**config.mk**
```make
export PLATFORM = sky130hd
export DESIGN_NAME = control_unit_p_flat
export DESIGN_NICKNAME = d
export VERILOG_FILES = /design/src/rtl/control_unit_p_if.sv /design/src/rtl/control_unit_p.sv /design/src/flat_wrapper.sv
export SDC_FILE = /design/constraint.sdc
export NUM_CORES = 1
export LEC_CHECK = 0
export ABC_CLOCK_PERIOD_IN_PS = 4640
export BUFFER_PORTS_ARGS = -buffer_cell sky130_fd_sc_hd__buf_2
export CAP_MARGIN = 10
export CORE_MARGIN = 4
export CORE_UTILIZATION = 55
export DETAILED_ROUTE_END_ITERATION = 6
export HOLD_SLACK_MARGIN = 0.05
export PLACE_DENSITY = 0.82
export SLEW_MARGIN = 20
export SYNTH_ARGS = -nofsm -noshare
export SYNTH_HDL_FRONTEND = slang
export SYNTH_SLANG_ARGS = --single-unit
export TNS_END_PERCENT = 100
```
**constraint.sdc**
```tcl
create_clock -name clk -period 4.64 [get_ports clk]
set_input_delay 0.928 -clock clk [delete_from_list [all_inputs] [get_ports clk]]
set_output_delay 0.928 -clock clk [all_outputs]
set_load 0.02 [all_outputs]
```
**src/rtl/control_unit_p_if.sv**
```systemverilog
// Control-unit bus bundle: instruction fetch, register file, ALU, user memory and PC control.
// master = control unit side, slave = datapath/memory side.
interface control_unit_p_if #(
    parameter int unsigned DATA_W = 8,
    parameter int unsigned ADDR_W = 8,
    parameter int unsigned RSEL_W = 2
);
    logic [DATA_W-1:0] imem_data;
    logic [ADDR_W-1:0] imem_addr;
    logic [DATA_W-1:0] rf_out1;
    logic [DATA_W-1:0] rf_out2;
    logic [DATA_W-1:0] alu_out;
    logic [DATA_W-1:0] umem_rdata;
    logic [3:0]        alu_op;
    logic [RSEL_W-1:0] rf_rd1;
    logic [RSEL_W-1:0] rf_rd2;
    logic [RSEL_W-1:0] rf_wsel;
    logic              rf_we;
    logic [DATA_W-1:0] rf_data;
    logic [ADDR_W-1:0] umem_addr;
    logic [DATA_W-1:0] umem_wdata;
    logic              umem_we;
    logic              pc_jump;
    logic [ADDR_W-1:0] pc_jmpaddr;
    logic              pc_freeze;
    logic              stk_fault;

    modport master (
        input  imem_data, imem_addr, rf_out1, rf_out2, alu_out, umem_rdata,
        output alu_op, rf_rd1, rf_rd2, rf_wsel, rf_we, rf_data,
               umem_addr, umem_wdata, umem_we, pc_jump, pc_jmpaddr, pc_freeze, stk_fault
    );

    modport slave (
        output imem_data, imem_addr, rf_out1, rf_out2, alu_out, umem_rdata,
        input  alu_op, rf_rd1, rf_rd2, rf_wsel, rf_we, rf_data,
               umem_addr, umem_wdata, umem_we, pc_jump, pc_jmpaddr, pc_freeze, stk_fault
    );
endinterface

```
**src/rtl/control_unit_p.sv**
```systemverilog
// Parametrised nopCPU control unit: fetch/decode/sequence FSM with user-memory stack and maskable IRQ.
// Define NOPCPU_STACK_GUARD_EN to suppress stack over/underflow and raise the sticky stk_fault flag.
// Opcode-B subcode is the 4 bits directly below the opcode (overlaps ra/rb when DATA_W == 8).
module control_unit_p #(
    parameter int unsigned       DATA_W      = 8,
    parameter int unsigned       ADDR_W      = 8,
    parameter int unsigned       RSEL_W      = 2,
    parameter logic [ADDR_W-1:0] STACK_BASE  = ADDR_W'(8'hC0),
    parameter int unsigned       STACK_DEPTH = 32,
    parameter logic [ADDR_W-1:0] RESET_VEC   = '0,
    parameter logic [ADDR_W-1:0] IRQ_VEC     = ADDR_W'(8'hFD)
) (
    input logic              clk,
    input logic              reset_n,
    input logic              irq,
    control_unit_p_if.master bus
);
    localparam int unsigned     SP_W   = $clog2(STACK_DEPTH + 1);
    localparam logic [SP_W-1:0] SP_MAX = SP_W'(STACK_DEPTH);

    typedef enum logic [2:0] {
        S_FETCH, S_OPERAND, S_REFILL, S_SKIP, S_RET_WAIT, S_LOAD_WAIT, S_POP_WAIT
    } state_e;

    state_e            state_q, state_d;
    logic [DATA_W-1:0] instr_q, instr_d;
    logic [SP_W-1:0]   sp_q, sp_d;
    logic              ie_q, ie_d;
    logic              fault_q, fault_d;
    logic              rf_we_q, rf_we_d;
    logic [DATA_W-1:0] rf_data_q, rf_data_d;
    logic [ADDR_W-1:0] umem_addr_q, umem_addr_d;
    logic [DATA_W-1:0] umem_wdata_q, umem_wdata_d;
    logic              umem_we_q, umem_we_d;
    logic              pc_jump_q, pc_jump_d;
    logic [ADDR_W-1:0] pc_jmpaddr_q, pc_jmpaddr_d;
    logic              pc_freeze_q, pc_freeze_d;

    logic [DATA_W-1:0] cur_instr;
    logic [3:0]        f_op, f_sub, q_op;
    logic [SP_W-1:0]   sp_inc, sp_dec;
    logic [ADDR_W-1:0] push_addr, pop_addr, ret_addr;
    logic              push_blk, pop_blk;
    logic              push_req;
    logic [DATA_W-1:0] push_data;

    // Register selects follow the incoming word in FETCH, the latched word afterwards
    assign cur_instr   = (state_q == S_FETCH) ? bus.imem_data : instr_q;
    assign bus.alu_op  = cur_instr[DATA_W-1 -: 4];
    assign bus.rf_rd1  = cur_instr[2*RSEL_W-1 -: RSEL_W];
    assign bus.rf_rd2  = cur_instr[RSEL_W-1:0];
    assign bus.rf_wsel = instr_q[RSEL_W-1:0];

    assign f_op  = bus.imem_data[DATA_W-1 -: 4];
    assign f_sub = bus.imem_data[DATA_W-5 -: 4];
    assign q_op  = instr_q[DATA_W-1 -: 4];

    assign sp_inc    = (sp_q == SP_MAX) ? '0 : sp_q + SP_W'(1);
    assign sp_dec    = (sp_q == '0) ? SP_MAX : sp_q - SP_W'(1);
    assign push_addr = STACK_BASE + ADDR_W'(sp_q);
    assign pop_addr  = STACK_BASE + ADDR_W'(sp_dec);
    assign ret_addr  = bus.imem_addr + ADDR_W'(1);

`ifdef NOPCPU_STACK_GUARD_EN
    assign push_blk = (sp_q == SP_MAX);
    assign pop_blk  = (sp_q == '0);
`else
    assign push_blk = 1'b0;
    assign pop_blk  = 1'b0;
`endif

    function automatic logic two_word(input logic [3:0] op);
        return (op == 4'h8) || (op == 4'hE) || (op == 4'hF);
    endfunction

    // Next-state and registered-output logic
    always_comb begin
        state_d      = state_q;
        instr_d      = instr_q;
        sp_d         = sp_q;
        ie_d         = ie_q;
        fault_d      = fault_q;
        rf_we_d      = 1'b0;
        rf_data_d    = rf_data_q;
        umem_addr_d  = umem_addr_q;
        umem_wdata_d = umem_wdata_q;
        umem_we_d    = 1'b0;
        pc_jump_d    = 1'b0;
        pc_jmpaddr_d = pc_jmpaddr_q;
        pc_freeze_d  = 1'b0;
        push_req     = 1'b0;
        push_data    = '0;

        case (state_q)
            S_FETCH: begin
                if (irq && ie_q) begin
                    ie_d         = 1'b0;
                    push_req     = 1'b1;
                    push_data    = DATA_W'(bus.imem_addr);
                    pc_jump_d    = 1'b1;
                    pc_jmpaddr_d = IRQ_VEC;
                    state_d      = S_REFILL;
                end else begin
                    instr_d = bus.imem_data;
                    case (f_op)
                        4'h8, 4'hE, 4'hF: state_d = S_OPERAND;
                        4'h9: begin
                            pc_jump_d    = 1'b1;
                            pc_jmpaddr_d = ADDR_W'(bus.rf_out2);
                            state_d      = S_REFILL;
                        end
                        4'hA: begin
                            push_req     = 1'b1;
                            push_data    = DATA_W'(ret_addr);
                            pc_jump_d    = 1'b1;
                            pc_jmpaddr_d = ADDR_W'(bus.rf_out2);
                            state_d      = S_REFILL;
                        end
                        4'hB: begin
                            case (f_sub)
                                4'h0, 4'h2, 4'h3: begin
                                    if (pop_blk) begin
                                        fault_d = 1'b1;
                                    end else begin
                                        sp_d        = sp_dec;
                                        umem_addr_d = pop_addr;
                                        state_d     = (f_sub == 4'h2) ? S_POP_WAIT : S_RET_WAIT;
                                        if (f_sub == 4'h3) ie_d = 1'b1;
                                    end
                                end
                                4'h1: begin
                                    rf_we_d   = 1'b1;
                                    rf_data_d = DATA_W'(sp_q);
                                end
                                4'h4: sp_d = SP_W'(bus.rf_out1);
                                4'h5: ie_d = 1'b1;
                                4'h6: ie_d = 1'b0;
                                4'h8: begin
                                    push_req  = 1'b1;
                                    push_data = bus.rf_out1;
                                end
                                default: ;
                            endcase
                        end
                        4'hC: if (bus.rf_out1 == bus.rf_out2) state_d = S_SKIP;
                        4'hD: if (bus.rf_out1 != bus.rf_out2) state_d = S_SKIP;
                        default: begin
                            rf_we_d   = 1'b1;
                            rf_data_d = bus.alu_out;
                        end
                    endcase
                end
            end
            S_OPERAND: begin
                state_d = S_FETCH;
                case (q_op)
                    4'h8: begin
                        rf_we_d   = 1'b1;
                        rf_data_d = bus.imem_data;
                    end
                    4'hE: begin
                        umem_addr_d  = ADDR_W'(bus.imem_data);
                        umem_wdata_d = bus.rf_out1;
                        umem_we_d    = 1'b1;
                    end
                    default: begin
                        umem_addr_d = ADDR_W'(bus.imem_data);
                        state_d     = S_LOAD_WAIT;
                    end
                endcase
            end
            // Skipping a two-word instruction burns one more cycle to step over its operand
            S_SKIP:   state_d = two_word(f_op) ? S_REFILL : S_FETCH;
            S_REFILL: state_d = S_FETCH;
            S_RET_WAIT: begin
                pc_jump_d    = 1'b1;
                pc_jmpaddr_d = ADDR_W'(bus.umem_rdata);
                state_d      = S_REFILL;
            end
            S_LOAD_WAIT, S_POP_WAIT: begin
                rf_we_d   = 1'b1;
                rf_data_d = bus.umem_rdata;
                state_d   = S_FETCH;
            end
            default: state_d = S_FETCH;
        endcase

        if (push_req) begin
            if (push_blk) begin
                fault_d = 1'b1;
            end else begin
                umem_addr_d  = push_addr;
                umem_wdata_d = push_data;
                umem_we_d    = 1'b1;
                sp_d         = sp_inc;
            end
        end

        pc_freeze_d = (state_d == S_RET_WAIT) || (state_d == S_LOAD_WAIT) ||
                      (state_d == S_POP_WAIT);
    end

    always_ff @(posedge clk or negedge reset_n) begin
        if (!reset_n) begin
            state_q      <= S_REFILL;
            instr_q      <= '0;
            sp_q         <= '0;
            ie_q         <= 1'b0;
            fault_q      <= 1'b0;
            rf_we_q      <= 1'b0;
            rf_data_q    <= '0;
            umem_addr_q  <= '0;
            umem_wdata_q <= '0;
            umem_we_q    <= 1'b0;
            pc_jump_q    <= 1'b1;
            pc_jmpaddr_q <= RESET_VEC;
            pc_freeze_q  <= 1'b0;
        end else begin
            state_q      <= state_d;
            instr_q      <= instr_d;
            sp_q         <= sp_d;
            ie_q         <= ie_d;
            fault_q      <= fault_d;
            rf_we_q      <= rf_we_d;
            rf_data_q    <= rf_data_d;
            umem_addr_q  <= umem_addr_d;
            umem_wdata_q <= umem_wdata_d;
            umem_we_q    <= umem_we_d;
            pc_jump_q    <= pc_jump_d;
            pc_jmpaddr_q <= pc_jmpaddr_d;
            pc_freeze_q  <= pc_freeze_d;
        end
    end

    assign bus.rf_we      = rf_we_q;
    assign bus.rf_data    = rf_data_q;
    assign bus.umem_addr  = umem_addr_q;
    assign bus.umem_wdata = umem_wdata_q;
    assign bus.umem_we    = umem_we_q;
    assign bus.pc_jump    = pc_jump_q;
    assign bus.pc_jmpaddr = pc_jmpaddr_q;
    assign bus.pc_freeze  = pc_freeze_q;
    assign bus.stk_fault  = fault_q;
endmodule

```
**src/flat_wrapper.sv**
```systemverilog
// flat-port wrapper written by rule: the top's interface ports become plain ports
module control_unit_p_flat 
#(
    parameter int unsigned       DATA_W      = 8,
    parameter int unsigned       ADDR_W      = 8,
    parameter int unsigned       RSEL_W      = 2,
    parameter logic [ADDR_W-1:0] STACK_BASE  = ADDR_W'(8'hC0),
    parameter int unsigned       STACK_DEPTH = 32,
    parameter logic [ADDR_W-1:0] RESET_VEC   = '0,
    parameter logic [ADDR_W-1:0] IRQ_VEC     = ADDR_W'(8'hFD)
)
  (clk, reset_n, irq, bus_imem_data, bus_imem_addr, bus_rf_out1, bus_rf_out2, bus_alu_out, bus_umem_rdata, bus_alu_op, bus_rf_rd1, bus_rf_rd2, bus_rf_wsel, bus_rf_we, bus_rf_data, bus_umem_addr, bus_umem_wdata, bus_umem_we, bus_pc_jump, bus_pc_jmpaddr, bus_pc_freeze, bus_stk_fault);
  control_unit_p_if #(.DATA_W(DATA_W), .ADDR_W(ADDR_W), .RSEL_W(RSEL_W)) bus_i ();
  input logic clk;
  input logic reset_n;
  input logic irq;
  input wire logic [$bits(bus_i.imem_data)-1:0] bus_imem_data;
  input wire logic [$bits(bus_i.imem_addr)-1:0] bus_imem_addr;
  input wire logic [$bits(bus_i.rf_out1)-1:0] bus_rf_out1;
  input wire logic [$bits(bus_i.rf_out2)-1:0] bus_rf_out2;
  input wire logic [$bits(bus_i.alu_out)-1:0] bus_alu_out;
  input wire logic [$bits(bus_i.umem_rdata)-1:0] bus_umem_rdata;
  output wire logic [$bits(bus_i.alu_op)-1:0] bus_alu_op;
  output wire logic [$bits(bus_i.rf_rd1)-1:0] bus_rf_rd1;
  output wire logic [$bits(bus_i.rf_rd2)-1:0] bus_rf_rd2;
  output wire logic [$bits(bus_i.rf_wsel)-1:0] bus_rf_wsel;
  output wire logic [$bits(bus_i.rf_we)-1:0] bus_rf_we;
  output wire logic [$bits(bus_i.rf_data)-1:0] bus_rf_data;
  output wire logic [$bits(bus_i.umem_addr)-1:0] bus_umem_addr;
  output wire logic [$bits(bus_i.umem_wdata)-1:0] bus_umem_wdata;
  output wire logic [$bits(bus_i.umem_we)-1:0] bus_umem_we;
  output wire logic [$bits(bus_i.pc_jump)-1:0] bus_pc_jump;
  output wire logic [$bits(bus_i.pc_jmpaddr)-1:0] bus_pc_jmpaddr;
  output wire logic [$bits(bus_i.pc_freeze)-1:0] bus_pc_freeze;
  output wire logic [$bits(bus_i.stk_fault)-1:0] bus_stk_fault;
  assign bus_i.imem_data = bus_imem_data;
  assign bus_i.imem_addr = bus_imem_addr;
  assign bus_i.rf_out1 = bus_rf_out1;
  assign bus_i.rf_out2 = bus_rf_out2;
  assign bus_i.alu_out = bus_alu_out;
  assign bus_i.umem_rdata = bus_umem_rdata;
  assign bus_alu_op = bus_i.alu_op;
  assign bus_rf_rd1 = bus_i.rf_rd1;
  assign bus_rf_rd2 = bus_i.rf_rd2;
  assign bus_rf_wsel = bus_i.rf_wsel;
  assign bus_rf_we = bus_i.rf_we;
  assign bus_rf_data = bus_i.rf_data;
  assign bus_umem_addr = bus_i.umem_addr;
  assign bus_umem_wdata = bus_i.umem_wdata;
  assign bus_umem_we = bus_i.umem_we;
  assign bus_pc_jump = bus_i.pc_jump;
  assign bus_pc_jmpaddr = bus_i.pc_jmpaddr;
  assign bus_pc_freeze = bus_i.pc_freeze;
  assign bus_stk_fault = bus_i.stk_fault;
  control_unit_p #(.DATA_W(DATA_W), .ADDR_W(ADDR_W), .RSEL_W(RSEL_W), .STACK_BASE(STACK_BASE), .STACK_DEPTH(STACK_DEPTH), .RESET_VEC(RESET_VEC), .IRQ_VEC(IRQ_VEC)) u_core (.clk(clk), .reset_n(reset_n), .irq(irq), .bus(bus_i));
endmodule
```
-- Yosys cells after proc, flatten, opt, wreduce, memory -nomap -nowiden
Cells that the tools add are included.
- $add $sub $neg: 5
- equality and inequality tests: 39
- mux-type cells: 57
- bitwise logic cells: 1
- reductions and logical operators: 31
- operator list (kind ; number):
    two-way mux 8 bit ; 17
    one-hot mux 8 bit (2 select lines) ; 4
    equality test 4 bit (second input constant) ; 11
    two-way mux 6 bit ; 6
    one-hot mux 8 bit (3 select lines) ; 1
    equality test 3 bit (second input constant) ; 6
    adder 7 x 7 -> 8 bit (first input constant) ; 2
    two-way mux 3 bit ; 5
    one-hot mux 3 bit (5 select lines) ; 1
    two-way mux 1 bit ; 14
    equality test 4 x 3 -> 1 bit (second input constant) ; 3
    inequality test 3 x 2 -> 1 bit (second input constant) ; 4
    one-hot mux 3 bit (4 select lines) ; 1
    one-hot mux 6 bit (2 select lines) ; 1
    nonzero test 2 bit ; 6
    AND reduction 5 bit ; 2
    nonzero test 3 bit ; 3
    adder 8 x 1 -> 8 bit (second input constant) ; 1
    equality test 4 x 2 -> 1 bit (second input constant) ; 2
    equality test 8 bit ; 1
    inequality test 8 bit ; 1
    AND reduction 4 bit ; 2
    OR reduction 7 bit ; 1
    adder 6 x 1 -> 6 bit (second input constant) ; 1
    22 further kinds ; 37
- register bits after elaboration: 54
- input port bits: 51
- output and inout bits: 47
- word-level logic and storage cells: 145

-- Depth between registers and ports, before layout
Gate-level depths: netlist of run 1.
- depth after elaboration: 9
- mapped depth: 8
- mapped depth without buffers: 7

-- Worst setup path before layout of run 1
Ideal clock, no wire load.
- kind: register to output
- start point: register u_core.state_q[2]
- end point: output bus_alu_op[0]
- data arrival time: 1.768 ns
- required time: 3.712 ns
- setup slack: 1.944 ns
- stages on the path, launching flop included: 6
- buffers on the path: 3
- cell sequence: dfrtp_1 > buf_6 > or3_1 > buf_6 > clkbuf_1 > o21ai_0
- cells in the longest elaborated chain, start to end: 2
- ends and longest elaborated chain (what ; line ; source):
    start: declaration ; control_unit_p.sv:25 ; state_e state_q, state_d;
    start signal: assignment ; control_unit_p.sv:219 ; state_q <= state_d;
    zero test 3 bit ; control_unit_p.sv:48 ; assign cur_instr = (state_q == S_FETCH) ? bus.imem_data : instr_q;
    two-way mux 8 bit ; control_unit_p.sv:48 ;
    end: declaration ; flat_wrapper.sv:23 ; output wire logic [$bits(bus_i.alu_op)-1:0] bus_alu_op;
No other way between the ends.

-- Final worst setup path of run 1
- start point: register u_core.state_q[2]
- end point: output bus_alu_op[3]
Same word-level chain as after synthesis.

==> impl_summary.txt, run 1 <==
----------------------------------------------------
[Run status]
  Run status ... complete, no violations

[Synthesis]
  Yosys warns ... 0
  Count of flip-flops with a built-in enable after synthesis ... 0
  Cell variety after synth ... 74
  Number of synthesized register bits ... 54
  Cell area after synthesis ... between 0.003 and 0.004 mm^2
  Biggest area consumer among synthesized cells ... sky130_fd_sc_hd__dfrtp_1
  Gate count of the mapped netlist ... 461
  Top area cells in the synthesized netlist ... sky130_fd_sc_hd__dfrtp_1 (33%), sky130_fd_sc_hd__mux2_2 (6.0%), sky130_fd_sc_hd__nand2_1 (5.8%)
  Most instantiated cells after synthesis ... sky130_fd_sc_hd__nand2_1 (61), sky130_fd_sc_hd__dfrtp_1 (52), sky130_fd_sc_hd__o21ai_0 (42)
  Sequential element share of the synthesized area ... 34.6%
  Most frequent cell after synthesis ... sky130_fd_sc_hd__nand2_1
  Mean post-synth cell area ... roughly 8.5 um^2
  Area share of the largest cell type after synthesis ... 33.2%
  Synth Flop Type ... sky130_fd_sc_hd__dfrtp_1
  Share of flip-flops with an asynchronous set or reset after synthesis ... 100%
  Syn nets ... 515

[Clock tree]
  Worst-case clock buffer depth ... 2
  Hold Buf Count CTS ... 0
  Clock root cell ... sky130_fd_sc_hd__clkbuf_8
  Number of buffers inserted by post-CTS setup repair ... 0
  Depth of the CTS H-tree ... 2
  CTS tree ... done
  Insertion delay of the later-clocked pin in the worst-skew pair ... between 300 and 400 ps
  Clk sink count ... 54
  Number of gates given a new drive strength after cts ... 0
  Clock input transition at the sequential cells of the worst setup and hold paths ... 100 ps
  TritonCTS Buffers ... 5

[Critical path]
  Highest-delay cell along the critical path ... sky130_fd_sc_hd__dfrtp_1
  Chain of cells forming the critical path ... or3_1 > nand2_1 > o21ai_0 > buf_2
  Largest stage delay on the critical path ... 940 ps
  Largest driver fanout on the critical path ... 25
  Worst r2r dst ... u_core.bus.umem_addr[2]
  Cell family contributing the most delay on the critical path ... flip-flops
  Worst flop-to-flop path startpoint ... u_core.state_q[2]
  Endpoint arrival time on the critical path ... between 2000 and 2500 ps
  Reg-to-reg setup timing slack ... 1390 ps
  Endpoint of the worst setup timing path ... bus_alu_op[3]
  Kind of start point of the critical path ... flip-flop
  Launch point of the worst path ... u_core.state_q[2]
  Worst Setup Path Type ... flip-flop to output pin
  Kind of end point of the critical path ... output pin
  Crit path required time ... 3710 ps
  Critical Path Stages ... 4
  Worst path bufs/invs ... 1
  Length in cells of the worst reg-to-reg path ... 5

[GRT]
  Pin count of the biggest net entering global routing ... 55
  Overall routing resource usage ... 26.6%
  Antenna violations before repair ... 0
  Global-route wire length before repair ... 18400 um
  Total global routing overflow ... 0
  Vias in the first global route ... 3527

[STA]
  Rel. slew slack ... 35.9%
  Tcrit/Tclk final ... between 70% and 80%
  Final Hold Vio Count ... 0
  Final worst clock skew ... 9.20 ps
  Final number of setup-violating endpoints ... 0
  Final worst path period need ... ~3400 ps
  Setup repair after global routing missed its margin ... no
  Worst slew pin tran ... 958 ps
  Achievable Freq ... 296 MHz
  Total Neg Setup Slack ... 0 ps
  Fin. max-slew vios ... 0

[Layout]
  Growth of design area from synthesis to finish ... 13.7%
  Count of antenna diodes in the layout ... 0
  Final non-filler cell area ... 0.00445 mm^2
  Proportion of layout cells with a drive suffix above 1 ... 28.0%
  Final net count ... 581
  # fillers ... ~600

[Floorplanning]
  Standard cell core area ... 0.00687 mm^2
  Die X ... 92.4 um
  Die height ... 92.4 um
  Ports placed on the boundary ... 98
  Initial Util ... approximately 57%
  Area of the die ... around 0.0085 mm^2
  Number of core rows ... 30

[Routing]
  Mean routed wirelength per cell ... 18.4 um
  Detailed-route wire length on metal 1 ... 4900 um
  Met2 wire len ... 5380 um
  WL met3 ... 1080 um
  Drt first-iter violations ... approximately 320
  Final antenna-violating net count ... 0
  DRC violation count after routing ... 0
  Detail-routed via count per cell ... 6.29
  Post-detailed-routing wire length ... 11500 um
  Via count ... 3922
  Number of detailed-route iterations in the first pass ... 6
  Top Metal Used ... met4

[Power and ir drop]
  Total net switching power ... 0.00121 W
  Sequential share of power ... approximately a third
  Combinational cell fraction of total power ... 53.1%
  Largest voltage drop on the vdd net ... 0.308 mV
  Switch share ... 47.0%
  Areal power density over the cells ... 578 mW/mm^2
  Int Pwr ... 0.00136 W
  Clk network pwr share ... 12.3%
  Cell leakage power ... 2.09 nW

[Placement]
  Number of buffer cells added on primary ports ... 96
  Final HPWL DP ... 8680 um
  Area after detailed placement ... between 0.004 and 0.005 mm^2
  Routability cong. ... 0.975

[Hold path]
  Hold WC Path Type ... flip-flop to flip-flop
  Startpoint of the worst hold path ... u_core.bus.umem_addr[5]

[Run]
  # Max-Cap Violations ... 0

----------------------------------------------------
[through the flow]
step	total power, W	instances	hold slack [ps]	utilization, %	setup WS (ps)
6_report	0.00257	624	490	64.8	1270
5_1_grt	0.00274	624	508	64.8	1050
4_1_cts	0.00256	624	494	64.6	1310
3_5_place_dp	0.00224	616	471	63.0	1490
3_3_place_gp	0.00221	616	459	63.0	1580
2_1_floorplan	0.00185	461	481	-	1940
[how the worst min path moves through the flow]
| stage | end | cells after the start |
|---|---|---|
| 2_1_floorplan | u_core.instr_q[2] | 1 |
| 3_3_place_gp | u_core.bus.umem_addr[4] | 2 |
| 3_5_place_dp | u_core.bus.pc_jmpaddr[7] | 2 |
| 4_1_cts | u_core.bus.umem_addr[5] | 2 |
| 5_1_grt | u_core.bus.umem_addr[5] | 2 |
| 6_report | u_core.bus.umem_addr[5] | 2 |
[worst reg2reg max path: stages (launching register included)]
cell	delay (ps)
sky130_fd_sc_hd__dfrtp_1	940
sky130_fd_sc_hd__or3_1	740
sky130_fd_sc_hd__a221o_1	820
sky130_fd_sc_hd__o21ai_0	210
sky130_fd_sc_hd__a221oi_1	350
sky130_fd_sc_hd__nor2_1	80
[final cells by class]
class                   instances  area (um^2)  share of cell area (%)
clock inverters                 2         37.5                   0.843
inverters                      12         45.0                    1.01
repair buffers                100          510                    11.5
multi-input cells             354         2310                    51.9
clock buffers                   6         72.6                    1.63
flip-flops and latches         54         1350                    30.4
well taps                      96          120                    2.70
[per-layer routing]
layer / up-vias / track usage, %
li1: 1816 / -
met1: 1851 / 38.8
met2: 241 / 42.1
met3: 14 / 4.31
met4: 0 / 4.95
met5: - / 0
[power by group through the flow]
stage	combinational, W	clock (W)	sequential, W
final	0.00136	0.000317	0.000890
after global routing	0.00148	0.000340	0.000919
after CTS	0.00136	0.000322	0.000883
after detailed placement	0.00135	0	0.000893
after global placement	0.00132	0	0.000886
after floorplan	0.000877	0	0.000971
[placed cells by master, fill, tap and decap left out, drive strengths merged, types with 3 or more instances in the layout]
master / n
buf: 100
nand2: 62
dfrtp: 52
o21ai: 48
nor2: 30
a21oi: 30
mux2: 21
inv: 12
xnor2: 11
nand3: 10
nand3b: 9
a31oi: 9
o31ai: 7
o22ai: 7
nor3: 7
o211a: 6
clkbuf: 6
and2: 5
a32oi: 5
nand4: 5
o311ai: 5
or2: 4
and3b: 4
xor2: 4
nand2b: 3
or3: 3
a211o: 3
and3: 3
mux2i: 3
ha: 3
nor3b: 3
nor4: 3
[logic make-up after synthesis]
group | Yosys count | synth area share (%)
compound gates | 149 | 25.4
other cells | 1 | 0.0958
fa+ha+maj | 3 | 0.959
simple gates | 162 | 22.1
xor+xnor | 15 | 3.36
mux | 24 | 6.81
flops | 54 | 34.6
buf+inv | 53 | 6.68
[flip-flops by register name, indices dropped and copies added (netlist names)]
name	count
u_core.bus.umem_wdata	8
u_core.bus.rf_we	1
u_core.bus.pc_jump	1
u_core.bus.pc_freeze	1
u_core.bus.pc_jmpaddr	8
u_core.ie_q	1
u_core.state_q	3
u_core.bus.rf_data	8
u_core.bus.umem_addr	8
u_core.bus.umem_we	1
u_core.sp_q	6
u_core.instr_q	8
Note: power is estimated with default switching activity, not from simulation.
==> run 2, diff against run 1 <==
- ABC_CLOCK_PERIOD_IN_PS: 4640 -> 2700
- CORE_UTILIZATION: 55 -> 49
- PLACE_DENSITY: 0.82 -> 0.77
- clock period: 4.64 -> 2.7 ns (I/O delays scaled with it)
==> impl_summary.txt, run 2 (synthesized netlist as in run 1, its figures left out) <==
----------------------------------------------------
[Run status]
  Run status ... complete, no violations

[Power and ir drop]
  Total net switching power ... 0.00210 W
  Areal power density over the cells ... about 970 mW/mm^2
  Total power of the final layout ... 0.00444 W
  Int Pwr ... 0.00234 W
  Sequential share of power ... 33.9%
  Clk network pwr share ... 10.6%
  Combinational cell fraction of total power ... 55.5%
  Switch share ... a little under half
  Largest voltage drop on the vdd net ... 0.392 mV
  Cell leakage power ... 2.17 nW

[Placement]
  Number of buffer cells added on primary ports ... 96
  Routability cong. ... 0.925
  Final HPWL DP ... between 9000 and 10000 um

[Routing]
  Drt first-iter violations ... 412
  Via count ... 4007
  DRC violation count after routing ... 0
  Detail-routed via count per cell ... 6.19
  Final antenna-violating net count ... 0
  Post-detailed-routing wire length ... 12000 um
  Mean routed wirelength per cell ... roughly 19 um
  Number of detailed-route iterations in the first pass ... 6

[Layout]
  Growth of design area from synthesis to finish ... 16.9%
  Most used cells in the layout excluding fill and tap cells ... sky130_fd_sc_hd__buf_2 (96), sky130_fd_sc_hd__nand2_1 (61), sky130_fd_sc_hd__dfrtp_1 (52)
  Area taken by flip-flops and latches ... 0.00135 mm^2
  # fillers ... 704
  Proportion of layout cells with a drive suffix above 1 ... a little under a third
  Total area of multi-input combinational cells ... around 0.0023 mm^2
  Count of antenna diodes in the layout ... 0
  Most frequent standard cell in the layout excluding fill and tap cells ... sky130_fd_sc_hd__buf_2
  Final net count ... 598
  Final core occ ... 58.9%

[Critical path]
  Largest driver fanout on the critical path ... 14
  Worst flop-to-flop path startpoint ... u_core.state_q[1]
  Worst Setup Path Type ... flip-flop to output pin
  Cell family contributing the most delay on the critical path ... flip-flops
  Worst r2r dst ... u_core.bus.rf_data[7]
  Crit path required time ... 2160 ps
  Chain of cells forming the critical path ... or3_1 > buf_4 > nand2_1 > o21ai_0 > buf_2
  Kind of start point of the critical path ... flip-flop
  Largest stage delay on the critical path ... 730 ps
  Worst path bufs/invs ... 2
  Length in cells of the worst reg-to-reg path ... 5
  Reg-to-reg setup timing slack ... 390 ps
  Kind of end point of the critical path ... output pin
  Highest-delay cell along the critical path ... sky130_fd_sc_hd__dfstp_2
  Endpoint arrival time on the critical path ... 1930 ps

[Clock tree]
  Hold Buf Count CTS ... 0
  Depth of the CTS H-tree ... 2
  TritonCTS Buffers ... 5
  Number of buffers inserted by post-CTS setup repair ... 0
  Clk sink count ... 54
  Insertion delay of the later-clocked pin in the worst-skew pair ... 310 ps
  Clock input transition at the sequential cells of the worst setup and hold paths ... 100 ps
  CTS tree ... done
  Number of gates given a new drive strength after cts ... 0
  Clock root cell ... sky130_fd_sc_hd__clkbuf_8
  Worst-case clock buffer depth ... 2

[GRT]
  Total global routing overflow ... 0
  Pin count of the biggest net entering global routing ... 30
  Antenna violations before repair ... 0
  Vias in the first global route ... roughly 3900
  M3 GR Usage ... 3.80%
  Most used routing layer ... met2
  Global-route track usage on met1 ... 34.1%
  Global-route wire length before repair ... approximately 20000 um
  Overall routing resource usage ... 25.3%
  Met2 usage in global routing ... a little over two fifths

[STA]
  Final worst path period need ... 2470 ps
  Fin. max-slew vios ... 0
  Setup repair after global routing missed its margin ... no
  Final Hold Vio Count ... 0
  Total Neg Setup Slack ... 0 ps
  Tcrit/Tclk final ... between 90% and 100%
  Final number of setup-violating endpoints ... 0
  Final worst clock skew ... 7.02 ps
  Achievable Freq ... 405 MHz
  Worst slew pin tran ... 667 ps
  Rel. slew slack ... 55.5%

[Floorplanning]
  Ports placed on the boundary ... 98
  Die height ... 97.4 um
  Die X ... just under 100 um
  Number of core rows ... 32
  Standard cell core area ... 0.00777 mm^2
  Initial Util ... approximately half
  Area of the die ... 0.00948 mm^2

[Hold path]
  Hold WC Path Type ... input port to asynchronous set/reset pin

[Run]
  # Max-Cap Violations ... 0

----------------------------------------------------
-- run 2: cell types whose count changed in the layout (fill, tap and decap cells not counted), sizes merged --
| cell | change |
|---|---|
| buf | +17 |
| bufinv | -1 |
| clkinv | +1 |
-- run 2: routing by layer --
layer  part of all wire [%]  vias up
met2                     48      232
met3                    8.3       23
met5                      0        -
met4                    1.8        0
met1                     42     1898
li1                       -     1854
-- run 2: how the worst max path moves through the flow --
stage | start | endpoint | slack, ps | depth (start not counted)
after floorplan | u_core.state_q[2] | bus_alu_op[0] | 390 | 5
after global placement | bus_imem_data[2] | u_core.bus.umem_wdata[2] | 370 | 6
after detailed placement | bus_imem_data[5] | u_core.bus.pc_jmpaddr[7] | 340 | 5
after CTS | u_core.state_q[1] | bus_alu_op[3] | 240 | 5
after global routing | u_core.state_q[1] | bus_alu_op[3] | 150 | 5
final | u_core.state_q[1] | bus_alu_op[3] | 230 | 5
-- run 2: final cells by class --
type | count | share of cell area, %
timing repair buffer | 117 | 14.2
sequential | 54 | 29.6
tap | 102 | 2.79
clock inverter | 2 | 0.273
multi-input combinational | 354 | 50.3
clock buffer | 6 | 1.80
inverter | 12 | 0.984
-- run 2: through the flow --
stage	hold WS, ps	setup slack, ps	area (um^2)	instances
2_1_floorplan	244	392	3920	461
3_3_place_gp	459	375	4480	639
3_5_place_dp	468	343	4480	639
4_1_cts	275	244	4570	647
5_1_grt	309	146	4580	647
6_report	260	233	4580	647
-- run 2: power by group through the flow --
stage,Sequential (W),Clock [W],Combinational [W]
after floorplan,0.00167,0,0.00151
after global placement,0.00150,0,0.00239
after detailed placement,0.00151,0,0.00244
after CTS,0.00150,0.000486,0.00245
after global routing,0.00156,0.000522,0.00269
final,0.00150,0.000468,0.00246
-- run 2: worst reg2reg max path, cell delays in order, from the launching register on --
cell and delay, ps:
sky130_fd_sc_hd__dfstp_2 730, sky130_fd_sc_hd__nand2b_1 330, sky130_fd_sc_hd__o32a_1 370, sky130_fd_sc_hd__nand2_2 200
sky130_fd_sc_hd__a21oi_2 220, sky130_fd_sc_hd__mux2_2 360
==> run 3, diff against run 2 <==
- MAX_ROUTING_LAYER: default -> met4
- SLEW_MARGIN: 20 -> 10
==> impl_summary.txt, run 3 (synthesized netlist as in run 1, its figures left out) <==
----------------------------------------------------
[Run status]
  Run status ... complete, no violations

[STA]
  Final Hold Vio Count ... 0
  Fin. max-slew vios ... 0
  Total Neg Setup Slack ... 0 ps
  Worst slack on hold paths ... 244 ps
  Setup repair after global routing missed its margin ... no
  Final worst clock skew ... between 15 and 20 ps
  Final worst path period need ... 2500 ps
  Rel. slew slack ... 30.2%
  Tcrit/Tclk final ... around 92%
  Final number of setup-violating endpoints ... 0
  Achievable Freq ... 401 MHz
  Worst slew pin tran ... 1050 ps

[Critical path]
  Cell family contributing the most delay on the critical path ... flip-flops
  Length in cells of the worst reg-to-reg path ... 7
  Kind of end point of the critical path ... output pin
  Kind of start point of the critical path ... flip-flop
  Crit path required time ... 2160 ps
  Worst flop-to-flop path startpoint ... u_core.state_q[1]
  Worst path bufs/invs ... 2
  Worst Setup Path Type ... flip-flop to output pin
  Highest-delay cell along the critical path ... sky130_fd_sc_hd__dfstp_2
  Reg-to-reg setup timing slack ... 390 ps
  Largest stage delay on the critical path ... 730 ps
  Largest driver fanout on the critical path ... 14
  Worst r2r dst ... u_core.bus.umem_addr[2]
  Chain of cells forming the critical path ... or3_1 > buf_4 > nand2_1 > o21ai_0 > buf_2
  Endpoint arrival time on the critical path ... 1960 ps

[Routing]
  Detail-routed via count per cell ... 6.16
  Number of detailed-route iterations in the first pass ... 5
  Via count ... about 4000
  Post-detailed-routing wire length ... 11900 um
  Mean routed wirelength per cell ... ~18 um
  Final antenna-violating net count ... 0
  Drt first-iter violations ... around 370
  DRC violation count after routing ... 0

[Layout]
  Growth of design area from synthesis to finish ... 16.7%
  Most frequent standard cell in the layout excluding fill and tap cells ... sky130_fd_sc_hd__buf_2
  Final non-filler cell area ... 0.00457 mm^2
  Proportion of layout cells with a drive suffix above 1 ... 30.1%
  Final net count ... 598
  Final core occ ... 58.8%
  Most used cells in the layout excluding fill and tap cells ... sky130_fd_sc_hd__buf_2 (96), sky130_fd_sc_hd__nand2_1 (61), sky130_fd_sc_hd__dfrtp_1 (52)
  Count of antenna diodes in the layout ... 0
  # fillers ... 727

[Clock tree]
  Hold Buf Count CTS ... 0
  Clock root cell ... sky130_fd_sc_hd__clkbuf_8
  TritonCTS Buffers ... 5
  Number of gates given a new drive strength after cts ... 0
  Clk sink count ... 54
  CTS tree ... done
  Insertion delay of the later-clocked pin in the worst-skew pair ... 320 ps
  Number of buffers inserted by post-CTS setup repair ... 0
  Depth of the CTS H-tree ... 2
  Worst-case clock buffer depth ... 2
  Clock input transition at the sequential cells of the worst setup and hold paths ... 110 ps

[Power and ir drop]
  Areal power density over the cells ... 970 mW/mm^2
  Cell leakage power ... 2.17 nW
  Combinational cell fraction of total power ... a little under three fifths
  Sequential share of power ... 34.2%
  Clk network pwr share ... 10.7%
  Switch share ... 47.8%
  Total net switching power ... 0.00212 W
  Total power of the final layout ... 0.00443 W
  Int Pwr ... between 0.002 and 0.0025 W
  Largest voltage drop on the vdd net ... 0.357 mV

[GRT]
  Global-route wire length before repair ... 19500 um
  Pin count of the biggest net entering global routing ... 30
  M3 GR Usage ... approximately 3.9%
  Met2 usage in global routing ... 39.5%
  Total global routing overflow ... 0
  Antenna violations before repair ... 0
  Overall routing resource usage ... around a quarter
  Vias in the first global route ... 3856
  Global-route track usage on met1 ... 34.0%
  Most used routing layer ... met2

[Placement]
  Final HPWL DP ... 9020 um
  Area after detailed placement ... 0.00448 mm^2
  Number of buffer cells added on primary ports ... 96
  Routability cong. ... 0.957

[Floorplanning]
  Ports placed on the boundary ... ~100
  Number of core rows ... 32
  Die height ... 97.4 um
  Standard cell core area ... 0.00777 mm^2
  Area of the die ... 0.00948 mm^2
  Die X ... 97.4 um
  Initial Util ... 50.4%

[Hold path]
  Hold WC Path Type ... input port to asynchronous set/reset pin

[Run]
  # Max-Cap Violations ... 0

----------------------------------------------------
[run 3: cell count changes in the layout (fill, tap and decap cells not counted)]
cell	change
sky130_fd_sc_hd__clkbuf_8	-1
sky130_fd_sc_hd__a21oi_1	+1
sky130_fd_sc_hd__clkinv_4	+1
sky130_fd_sc_hd__a21oi_2	-1
[run 3: stage by stage]
stage          setup WS, ps  cells
2_1_floorplan           392    461
3_3_place_gp            377    639
3_5_place_dp            323    639
4_1_cts                 236    647
5_1_grt                 172    647
6_report                203    647
[run 3: power groups by stage]
stage,sequential [W],combinational (W),clock [W]
after floorplan,0.00167,0.00151,0
after global placement,0.00150,0.00239,0
after detailed placement,0.00152,0.00242,0
after CTS,0.00150,0.00243,0.000476
after global routing,0.00156,0.00267,0.000507
final,0.00151,0.00244,0.000474
[run 3: worst reg2reg max path: cells and delay by family, from the launching register on]
family / cells / cell delay [ps]
flops: 1 / 730
buf+inv: 2 / 500
compound gates: 3 / 560
simple gates: 2 / 390
[run 3: area by class of cell]
class                      instances  area, um^2  share of cell area [%]
clock buffer                       5        68.8                    1.51
inverter                          12        45.0                   0.986
sequential                        54        1350                    29.6
clock inverter                     3        21.3                   0.466
timing repair buffer             117         651                    14.2
multi-input combinational        354        2300                    50.4
tap                              102         128                    2.79
[run 3: worst max path at each step]
stage                       from                        to  slack, ps  cells after the start
6_report       u_core.state_q[1]             bus_alu_op[3]        200                      5
4_1_cts        u_core.state_q[1]             bus_alu_op[3]        240                      5
2_1_floorplan  u_core.state_q[2]             bus_alu_op[0]        390                      5
3_3_place_gp    bus_imem_data[2]  u_core.bus.umem_wdata[2]        380                      6
3_5_place_dp    bus_imem_data[2]  u_core.bus.umem_wdata[2]        320                      6
5_1_grt        u_core.state_q[1]             bus_alu_op[3]        170                      5
[run 3: layer usage]
metal | routed length [um] | up-vias
li1 | - | 1853
met1 | 4930 | 1903
met2 | 5730 | 201
met3 | 965 | 28
met4 | 265 | 0
met5 | 0 | -
